[config.mk]
export PLATFORM = sky130hd
export DESIGN_NAME = regbank_wr_demux8
export DESIGN_NICKNAME = d
export VERILOG_FILES = /design/src/rtl/regbank_wr_demux8_pkg.sv /design/src/rtl/regbank_wr_demux8_wr_fifo.sv /design/src/rtl/regbank_wr_demux8.sv
export SDC_FILE = /design/constraint.sdc
export NUM_CORES = 1
export LEC_CHECK = 0
export CORE_MARGIN = 3
export CORE_UTILIZATION = 45
export CTS_CLUSTER_DIAMETER = 200
export DETAILED_ROUTE_END_ITERATION = 6
export PLACE_DENSITY = 0.79
export SYNTH_ARGS = -nofsm -noshare
export SYNTH_HDL_FRONTEND = slang
export SYNTH_HIERARCHICAL = 1
export SYNTH_SLANG_ARGS = --single-unit
[constraint.sdc]
create_clock -name clk -period 12.6 [get_ports clk]
set_input_delay 3.15 -clock clk [delete_from_list [all_inputs] [get_ports clk]]
set_output_delay 3.15 -clock clk [all_outputs]
set_load 0.03 [all_outputs]
[src/rtl/regbank_wr_demux8_pkg.sv]
// Shared definitions for the general register bank write side: bank geometry,
// write-request layout {addr, data}, and the one-hot write-enable decode.
package regbank_wr_demux8_pkg;

    localparam int NUM_REGS = 8;
    localparam int REG_AW   = 3;
    localparam int REG_W    = 16;

    typedef struct packed {
        logic [REG_AW-1:0] addr;
        logic [REG_W-1:0]  data;
    } wr_req_t;

    localparam int WR_REQ_W = $bits(wr_req_t);

    function automatic logic [NUM_REGS-1:0] dec_onehot(input logic [REG_AW-1:0] addr,
                                                       input logic              en);
        return en ? (NUM_REGS'(1) << addr) : '0;
    endfunction

endpackage

[src/rtl/regbank_wr_demux8_wr_fifo.sv]
// Small circular write buffer with head/tail/count tracking.
// REGBANK_WR_BYPASS_EN additionally exposes storage and head for forwarding.
module wr_fifo #(
    parameter int DEPTH = 2,
    parameter int W     = 19
) (
    input  logic                       clk,
    input  logic                       rst,
    input  logic                       push_i,
    input  logic                       pop_i,
    input  logic [W-1:0]               din_i,
    output logic [W-1:0]               dout_o,
    output logic [$clog2(DEPTH):0]     count_o,
    output logic                       full_o,
    output logic                       empty_o
`ifdef REGBANK_WR_BYPASS_EN
    ,
    output logic [DEPTH-1:0][W-1:0]    mem_o,
    output logic [$clog2(DEPTH)-1:0]   head_o
`endif
);

    localparam int PW = $clog2(DEPTH);
    localparam int CW = PW + 1;

    logic [DEPTH-1:0][W-1:0] mem_q;
    logic [PW-1:0]           head_q, tail_q;
    logic [CW-1:0]           count_q, count_d;
    logic                    do_push, do_pop;

    assign full_o  = (count_q == CW'(DEPTH));
    assign empty_o = (count_q == '0);
    assign do_push = push_i && !full_o;
    assign do_pop  = pop_i && !empty_o;
    assign dout_o  = mem_q[head_q];
    assign count_o = count_q;

    always_comb begin
        count_d = count_q + CW'(do_push) - CW'(do_pop);
    end

    // DEPTH is a power of two, so pointer overflow is the modulo wrap
    always_ff @(posedge clk or posedge rst) begin
        if (rst) begin
            mem_q   <= '0;
            head_q  <= '0;
            tail_q  <= '0;
            count_q <= '0;
        end else begin
            if (do_push) begin
                mem_q[tail_q] <= din_i;
                tail_q        <= tail_q + PW'(1);
            end
            if (do_pop) head_q <= head_q + PW'(1);
            count_q <= count_d;
        end
    end

`ifdef REGBANK_WR_BYPASS_EN
    assign mem_o  = mem_q;
    assign head_o = head_q;
`endif

endmodule

[src/rtl/regbank_wr_demux8.sv]
// Write side of the 8 x WIDTH register bank: buffered valid/ready writes,
// one-hot decoded commit, flat register export. Option: REGBANK_WR_BYPASS_EN.
module regbank_wr_demux8
    import regbank_wr_demux8_pkg::*;
#(
    parameter int WIDTH = REG_W,
    parameter int DEPTH = 2
) (
    input  logic                        clk,
    input  logic                        rst,
    input  logic                        wr_valid,
    output logic                        wr_ready,
    input  logic [REG_AW-1:0]           wr_addr,
    input  logic [WIDTH-1:0]            wr_data,
    input  logic                        commit_en,
    output logic [NUM_REGS*WIDTH-1:0]   regs_flat,
    output logic [$clog2(DEPTH):0]      pend_cnt,
    output logic                        wr_done
);

    localparam int EW = REG_AW + WIDTH;
    localparam int PW = $clog2(DEPTH);
    localparam int CW = PW + 1;

    logic [EW-1:0]                     head_ent;
    logic [CW-1:0]                     count;
    logic                              full, empty;
    logic                              push, commit;
    logic [NUM_REGS-1:0]               we;
    logic [NUM_REGS-1:0][WIDTH-1:0]    regs_q;
    logic [NUM_REGS-1:0][WIDTH-1:0]    regs_view;
    logic                              wr_done_q;

    // Ready depends only on stored occupancy, so a same-cycle pop never opens it
    assign wr_ready = !full;
    assign push     = wr_valid && wr_ready;
    assign commit   = commit_en && !empty;
    assign we       = dec_onehot(head_ent[EW-1 -: REG_AW], commit);

`ifdef REGBANK_WR_BYPASS_EN
    logic [DEPTH-1:0][EW-1:0] fifo_mem;
    logic [PW-1:0]            fifo_head;
`endif

    wr_fifo #(.DEPTH(DEPTH), .W(EW)) u_fifo (
        .clk     (clk),
        .rst     (rst),
        .push_i  (push),
        .pop_i   (commit),
        .din_i   ({wr_addr, wr_data}),
        .dout_o  (head_ent),
        .count_o (count),
        .full_o  (full),
        .empty_o (empty)
`ifdef REGBANK_WR_BYPASS_EN
        ,
        .mem_o   (fifo_mem),
        .head_o  (fifo_head)
`endif
    );

    for (genvar g = 0; g < NUM_REGS; g++) begin : g_reg
        always_ff @(posedge clk or posedge rst) begin
            if (rst)        regs_q[g] <= '0;
            else if (we[g]) regs_q[g] <= head_ent[WIDTH-1:0];
        end
    end

    always_ff @(posedge clk or posedge rst) begin
        if (rst) wr_done_q <= 1'b0;
        else     wr_done_q <= commit;
    end

`ifdef REGBANK_WR_BYPASS_EN
    // Walk oldest to youngest so the youngest pending write to an index wins
    logic [PW-1:0] slot;
    always_comb begin
        regs_view = regs_q;
        slot      = '0;
        for (int i = 0; i < DEPTH; i++) begin
            slot = fifo_head + PW'(i);
            if (CW'(i) < count)
                regs_view[fifo_mem[slot][EW-1 -: REG_AW]] = fifo_mem[slot][WIDTH-1:0];
        end
    end
`else
    always_comb begin
        regs_view = regs_q;
    end
`endif

    assign regs_flat = regs_view;
    assign pend_cnt  = count;
    assign wr_done   = wr_done_q;

endmodule

# Word level (Yosys, flattened, before mapping)
# Index checks and enable logic that the tools add are counted.
# Widths: inputs -> output; s select.
# totals
ff_bits,171
input_bits,23
output_inout_bits,132
word_cells,37
# op_classes
add_sub_neg,4
magnitude_cmp,3
n_eq_ne,1
shift,1
mux,6
n_reduce_logical,8
# op_table
op,n
$mux 19,3
$bwmux 38,1
$demux 19 s1,1
$mux 8,1
$shl 1x3->8 const A,1
$logic_and 1x1->1,5
$lt 1x2->1 const B,2
$add 1x1->1 const B,2
$add 2x1->2,1
$eq 2x2->1 const B,1
$logic_not 1->1,2
$logic_not 2->1,1
$sub 2x1->2,1
$ge 1x1->1 const B,1

# Depth between registers and ports, before layout
# Gate-level depths: netlist (run 1).
# logic_depth
word_depth,6
mapped_depth,9
depth_no_buf,9

# Cells and area by module
# The synthesis (run 1) kept the hierarchy.
# by_module_without_submodules
module,n_inst,cells_per_inst,area_per_inst_um2,seq_area_each_um2
regbank_wr_demux8,1,284,4870.9,3228.1
wr_fifo,1,120,1916.8,1051.0

# Worst setup path before layout (run 1)
# No wires, ideal clock.
# synth_path
kind,in2reg
startpoint,input port commit_en
endpoint,register regs_q (netlist bit regs_flat[100])
setup_time_ps,128
t_arrival_ps,4240
required_time_ps,12472
setup_slack_ps,8233
stages,5
path_buffers,2
cell_sequence,nor3b_2 > and3_1 > buf_2 > buf_4 > mux2_1
# synth_via
elab_chain_cells,2
# synth_lines
element,line,rtl
start: declaration,regbank_wr_demux8.sv:15,"input logic commit_en,"
$logic_and 1x1->1,regbank_wr_demux8.sv:37,assign commit = commit_en && !empty;
$mux 8,regbank_wr_demux8_pkg.sv:18,return en ? (NUM_REGS'(1) << addr) : '0;
end signal: indexed assignment,regbank_wr_demux8.sv:65,else if (we[g]) regs_q[g] <= head_ent[WIDTH-1:0];
end: declaration,regbank_wr_demux8.sv:30,logic [NUM_REGS-1:0][WIDTH-1:0] regs_q;
# No other way between the ends.
# A chain may end at the register's enable or synchronous reset.

# Final worst setup path (run 1)
# layout_path
startpoint,input port commit_en
endpoint,register regs_q (netlist bit regs_flat[25])
# layout_via
elab_chain_cells,2
# layout_lines
element,line,rtl
$logic_and 1x1->1,regbank_wr_demux8.sv:37,
named net commit,regbank_wr_demux8.sv:28,"logic push, commit;"
$mux 8,regbank_wr_demux8_pkg.sv:18,
# The timed path passes the listed nets, and every way through them passes these cells.

==> flow_summary.yaml, run 1 <==
clocking:
  post_cts_buffers: 0
  cts.htree.levels: 4
  clockRootBuffer: "clkbuf_16"
  ctsResizeCount: 0
  cts.sinks: 171
  clkSlewWorstSetupHoldPaths_ns: 0.07
  cts_buffers: 17
  cts_hold_buf: 0
  cts_tree: "built"
  max-clock-path-buffers: 2
  insertion_delay_ns: 0.43
route:
  routed_wl_um: 16100
  drc_errors: 0
  vias: 4022
  drt_iter0_drc: 242
  antenna_left: 0
  viasPerCell: 5.30
  routedWlPerCell_um: 21.2
  firstDrtPassIters: 6
layout:
  final_common_cell: "dfrtp_1"
  nNetsFinal: 587
  diodes: 0
  areaGrowthSynthToFinish_pct: 33.3
  multi_input_area_um2: 2350
  regArea_um2: 4280
  drive_above_1_share: 0.370
  fill_cells: 1060
  final_cell_mix: "171 x dfrtp_1, 160 x mux2_2, 154 x clkdlybuf4s50_1"
setup_path:
  start_kind: "input port"
  crit_buf_inv: 1
  max_stage_delay_ns: 0.80
  crit_type: "input port to register"
  worst_ep_arrival_time_ns: 5.34
  cp_max_fo: 16
  slowest_stage: "nand3_1"
  required_ns: 12.91
  crit_path_end_kind: "register"
  path_delay_family: "simple AND/OR/NAND/NOR gates"
  worstPathCellList: "clkdlybuf4s50_1 -> nor2b_1 -> nand3_1 -> mux2_1"
  reg2reg_slack_ns: 9.46
power_and_ir_drop:
  clock_power_share: 0.176
  p_seq_frac: 0.322
  p_int_mw: 1.85
  p_switching_mw: 1.21
  power_density_nw_per_um2: 338
  combinationalPowerShare: 0.502
  peakVddDrop_v: 0.000190
  leakagePower_nw: 3.91
  swShare: 0.396
timing:
  fmax_mhz: 199
  rsz0062_at_grt: "false"
  fin_skew_ns: 0.0130
  hold_slack_ns: 0.488
  worst_pin_slew_ns: 1.19
  setup-tns-final_ns: 0
  relSlewSlack: 0.209
  slew_violations: 0
  final.min_clock_period_ns: 5.03
  finalSetupViolCount: 0
  finalCritPeriodShare: 0.399
  finalHoldViolations: 0
yosys:
  syn-num-nets: 429
  synthCells: 404
  syn_area_um2: 6790
  yosys.cell_types.count: 24
  syn_area_per_cell_um2: 16.8
  yosysSeqAreaShare: 0.630
  synth_warnings: 6
  ys_ff_latch: 171
grt:
  overflow: 0
  grt_pass1_vias: 4401
  track_usage: 0.203
  grt_max_degree: 76
  grt_pass1_wl_um: 25300
  antenna_found_initial: 0
run:
  cap_violations: 0
floorplanning:
  dieWidth_um: 129
  start_util: 0.464
  dieArea_um2: 16600
  row_count: 44
  ioPinCount: 155
  die_h_um: 129
  coreArea_um2: 14600
placement:
  hpwl_um: 10900
  routabilityCongestion: 0.761
  numPortBuffers: 154
worst_hold_path:
  hold_class: "register to register"
run_status:
  outcome: "finished, final reports clean"
[layer usage]
layer / up-vias / global-route usage / share of wire / wire (um)
li1: 1758 / - / - / -
met1: 2122 / 0.265 / 0.44 / 7050
met2: 114 / 0.323 / 0.48 / 7800
met3: 28 / 0.0540 / 0.050 / 798
met4: 0 / 0.0821 / 0.027 / 433
met5: - / 0 / 0 / 0
[power groups by stage]
stage	Combinational (mW)	Sequential, mW	Clock [mW]
2_1_floorplan	0.569	1.36	0
3_3_place_gp	1.51	0.972	0
3_5_place_dp	1.54	0.991	0
4_1_cts	1.55	0.988	0.548
5_1_grt	1.62	1.02	0.572
6_report	1.53	0.985	0.537
[through the flow]
| stage | setup slack (ns) | cells | instance area, um2 | power (mW) | util |
|---|---|---|---|---|---|
| 4_1_cts | 7.60 | 759 | 9040 | 3.09 | 0.618 |
| 6_report | 7.57 | 759 | 9040 | 3.06 | 0.618 |
| 3_3_place_gp | 7.20 | 727 | 8440 | 2.48 | 0.576 |
| 5_1_grt | 7.52 | 759 | 9040 | 3.21 | 0.618 |
| 3_5_place_dp | 7.14 | 727 | 8440 | 2.53 | 0.576 |
| 2_1_floorplan | 6.01 | 404 | 6790 | 1.92 | - |
[path summary, 6_finish.rpt]
| path | startpoint | endpoint | depth (start not counted) |
|---|---|---|---|
| min in group asynchronous | rst | u_fifo/mem_q[32] | 2 |
| worst max register to register | u_fifo/head_q | regs_flat[107] | 4 |
| worst min register to register | regs_flat[102] | regs_flat[102] | 1 |
| worst min-delay path | regs_flat[102] | regs_flat[102] | 1 |
| max in group asynchronous | rst | regs_flat[118] | 3 |
| worst max-delay path | commit_en | regs_flat[25] | 4 |
[worst register-to-register path: cells and delay by family, from the launching register on]
family        cells  cell delay, ns
simple gates      2            1.21
flops             1            0.93
mux               2            0.89
[cell usage after synthesis]
cell | instances | area, um2
buf_2 | 6 | 30.0
nand2b_1 | 1 | 6.26
nor3b_4 | 2 | 37.5
ha_1 | 2 | 25.0
nor2_2 | 1 | 6.26
mux2_1 | 14 | 158
xnor2_1 | 3 | 26.3
nand3b_2 | 2 | 22.5
nor2b_1 | 3 | 18.8
nand2_1 | 3 | 11.3
nand3_1 | 1 | 5.00
and3_1 | 2 | 12.5
mux2_2 | 160 | 1800
nor2_1 | 2 | 7.51
dfrtp_1 | 171 | 4280
buf_4 | 3 | 22.5
nor3b_2 | 2 | 25.0
nand3b_1 | 1 | 7.51
inv_1 | 5 | 18.8
buf_6 | 4 | 45.0
buf_12 | 2 | 40.0
mux2_4 | 11 | 165
xor2_1 | 1 | 8.76
clkbuf_1 | 2 | 7.51
[registers in the layout, summed over array words and instances, names as in the netlist]
register and cells:
wr_done 1, u_fifo/count_o 2, u_fifo/tail_q 1, regs_flat 128, u_fifo/mem_q 38, u_fifo/head_q 1
[area by class of cell]
class / count / share of cell area
Inverter: 5 / 0.00235
Tap cell: 184 / 0.0255
Timing Repair Buffer: 156 / 0.172
Sequential cell: 171 / 0.473
Clock buffer: 18 / 0.0486
Clock inverter: 14 / 0.0185
Multi-Input combinational cell: 211 / 0.260
[cell families after synthesis]
group         share of synthesized area
mux                               0.313
flops                             0.630
buf+inv                          0.0241
simple gates                     0.0236
xor+xnor                        0.00516
fa+ha+maj                       0.00369
No activity file was read; power rests on OpenSTA's default activity.
==> run 2, diff against run 1 <==
- PLACE_DENSITY: 0.79 -> 0.82
- clock period: 12.6 -> 4.6 ns (I/O delays scaled with it)
==> run 2 against run 1 <==
Against the previous run: die area unchanged; combinational power rose to 2.8 times the previous value; hold slack worse by 0.00073 ns; core utilization is 0.068 points higher; power rose to 2.7 times the previous value; sequential power grew to 2.8 times the previous value; highest routed layer unchanged.
==> flow_summary.yaml, run 2 (synthesis gave the netlist of run 1 again) <==
run_status:
  outcome: "finished, final reports clean"
floorplanning:
  ioPinCount: 155
  die_h_um: 129
  row_count: 44
  dieWidth_um: 129
  coreArea_um2: 14600
  dieArea_um2: 16600
  start_util: 0.464
placement:
  placedCellCount: 730
  place_ws_ns: 1.21
  hpwl_um: 11300
  routabilityCongestion: 0.800
  numPortBuffers: 154
grt:
  overflow: 0
  track_usage: 0.201
  antenna_found_initial: 0
  grt_pass1_vias: 4393
  grt_max_degree: 92
  grt_pass1_wl_um: 25100
route:
  viasPerCell: 5.15
  routed_wl_um: 16100
  firstDrtPassIters: 4
  drt_iter0_drc: 154
  antenna_left: 0
  routedWlPerCell_um: 21.2
  vias: 3926
  drc_errors: 0
setup_path:
  r2r-end: "regs_flat[109]"
  rr_startpoint: "u_fifo/head_q"
  required_ns: 4.90
  cp_max_fo: 20
  crit_type: "register to register"
  reg2reg_slack_ns: 1.57
  crit_path_end: "regs_flat[109]"
  crit_path_end_kind: "register"
  startpoint: "u_fifo/head_q"
  worst_ep_arrival_time_ns: 3.33
  start_kind: "register"
  r2r_cells: 4
layout:
  final_cell_mix: "171 x dfrtp_1, 160 x mux2_2, 154 x clkdlybuf4s50_1"
  final_common_cell: "dfrtp_1"
  areaGrowthSynthToFinish_pct: 33.4
  nNetsFinal: 590
  diodes: 0
  drive_above_1_share: 0.372
  final_cells: 762
  largest_reg_flops: 128
worst_hold_path:
  hold_class: "register to register"
power_and_ir_drop:
  total_power_mw: 8.32
  peakVddDrop_v: 0.000421
  power_density_nw_per_um2: 919
  leakagePower_nw: 3.92
clocking:
  insertion_delay_ns: 0.42
  cts.htree.levels: 4
  cts_tree: "built"
  cts_hold_buf: 0
  ctsResizeCount: 0
  cts_buffers: 17
  clockRootBuffer: "clkbuf_16"
  clkSlewWorstSetupHoldPaths_ns: 0.06
  max-clock-path-buffers: 2
  post_cts_buffers: 0
  cts.sinks: 171
timing:
  rsz0062_at_grt: "false"
  finalWorstSetupSlack_ns: 1.57
  relSlewSlack: 0.246
  finalHoldViolations: 0
  hold_slack_ns: 0.487
  setup-tns-final_ns: 0
  finalSetupViolCount: 0
  final.min_clock_period_ns: 3.03
  slew_violations: 0
  finalCritPeriodShare: 0.658
  fmax_mhz: 330
  worst_pin_slew_ns: 1.13
  fin_skew_ns: 0.00721
run:
  cap_violations: 0
run 2: cell types whose count changed in the layout (fill, tap and decap cells not counted), sizes merged:
| cell | before | now |
|---|---|---|
| buf | 2 | 5 |
| bufinv | 3 | 1 |
| clkbuf | 18 | 24 |
| clkinvlp | 3 | 1 |
| inv | 7 | 5 |
run 2: critical path, stage by stage (launching register included):
cell	delay (ns)
dfrtp_1	0.92
mux2_2	0.45
nor3b_2	0.32
and3_1	0.79
mux2_2	0.41
run 2: worst min-delay path by stage:
stage,start,end,slack (ns),cells after the start
final,regs_flat[102],regs_flat[102],0.49,1
after global routing,regs_flat[111],regs_flat[111],0.51,1
after detailed placement,regs_flat[100],regs_flat[100],0.48,1
after global placement,regs_flat[103],regs_flat[103],0.47,1
after floorplan,u_fifo/mem_q[28],u_fifo/mem_q[28],0.47,1
after CTS,regs_flat[100],regs_flat[100],0.49,1
run 2: layout make-up:
cell class	count	area, um2
clock buffer	24	512
sequential	171	4280
inverter	5	21.3
clock inverter	8	82.6
tap	184	230
multi-input combinational	211	2350
timing repair buffer	159	1580
fill	1089	5590
run 2: per-stage QoR:
| stage | instance area [um2] | utilization |
|---|---|---|
| detailed placement | 8460 | 0.578 |
| CTS | 9050 | 0.618 |
| floorplan | 6790 | - |
| global route | 9050 | 0.618 |
| global placement | 8460 | 0.578 |
| finish | 9050 | 0.618 |
run 2: power by group:
group	total (mW)	internal, mW	switching (mW)
Clock	1.40	0.835	0.567
Combinational	4.21	1.93	2.28
Sequential	2.71	2.26	0.447
Total	8.32	5.02	3.30
run 2: metal layers:
layer | track usage | wire length [um] | vias to the layer above
met5 | 0 | 0 | -
met4 | 0.0661 | 289 | 0
met3 | 0.0556 | 728 | 21
met2 | 0.343 | 8350 | 93
met1 | 0.249 | 6750 | 2051
li1 | - | - | 1761
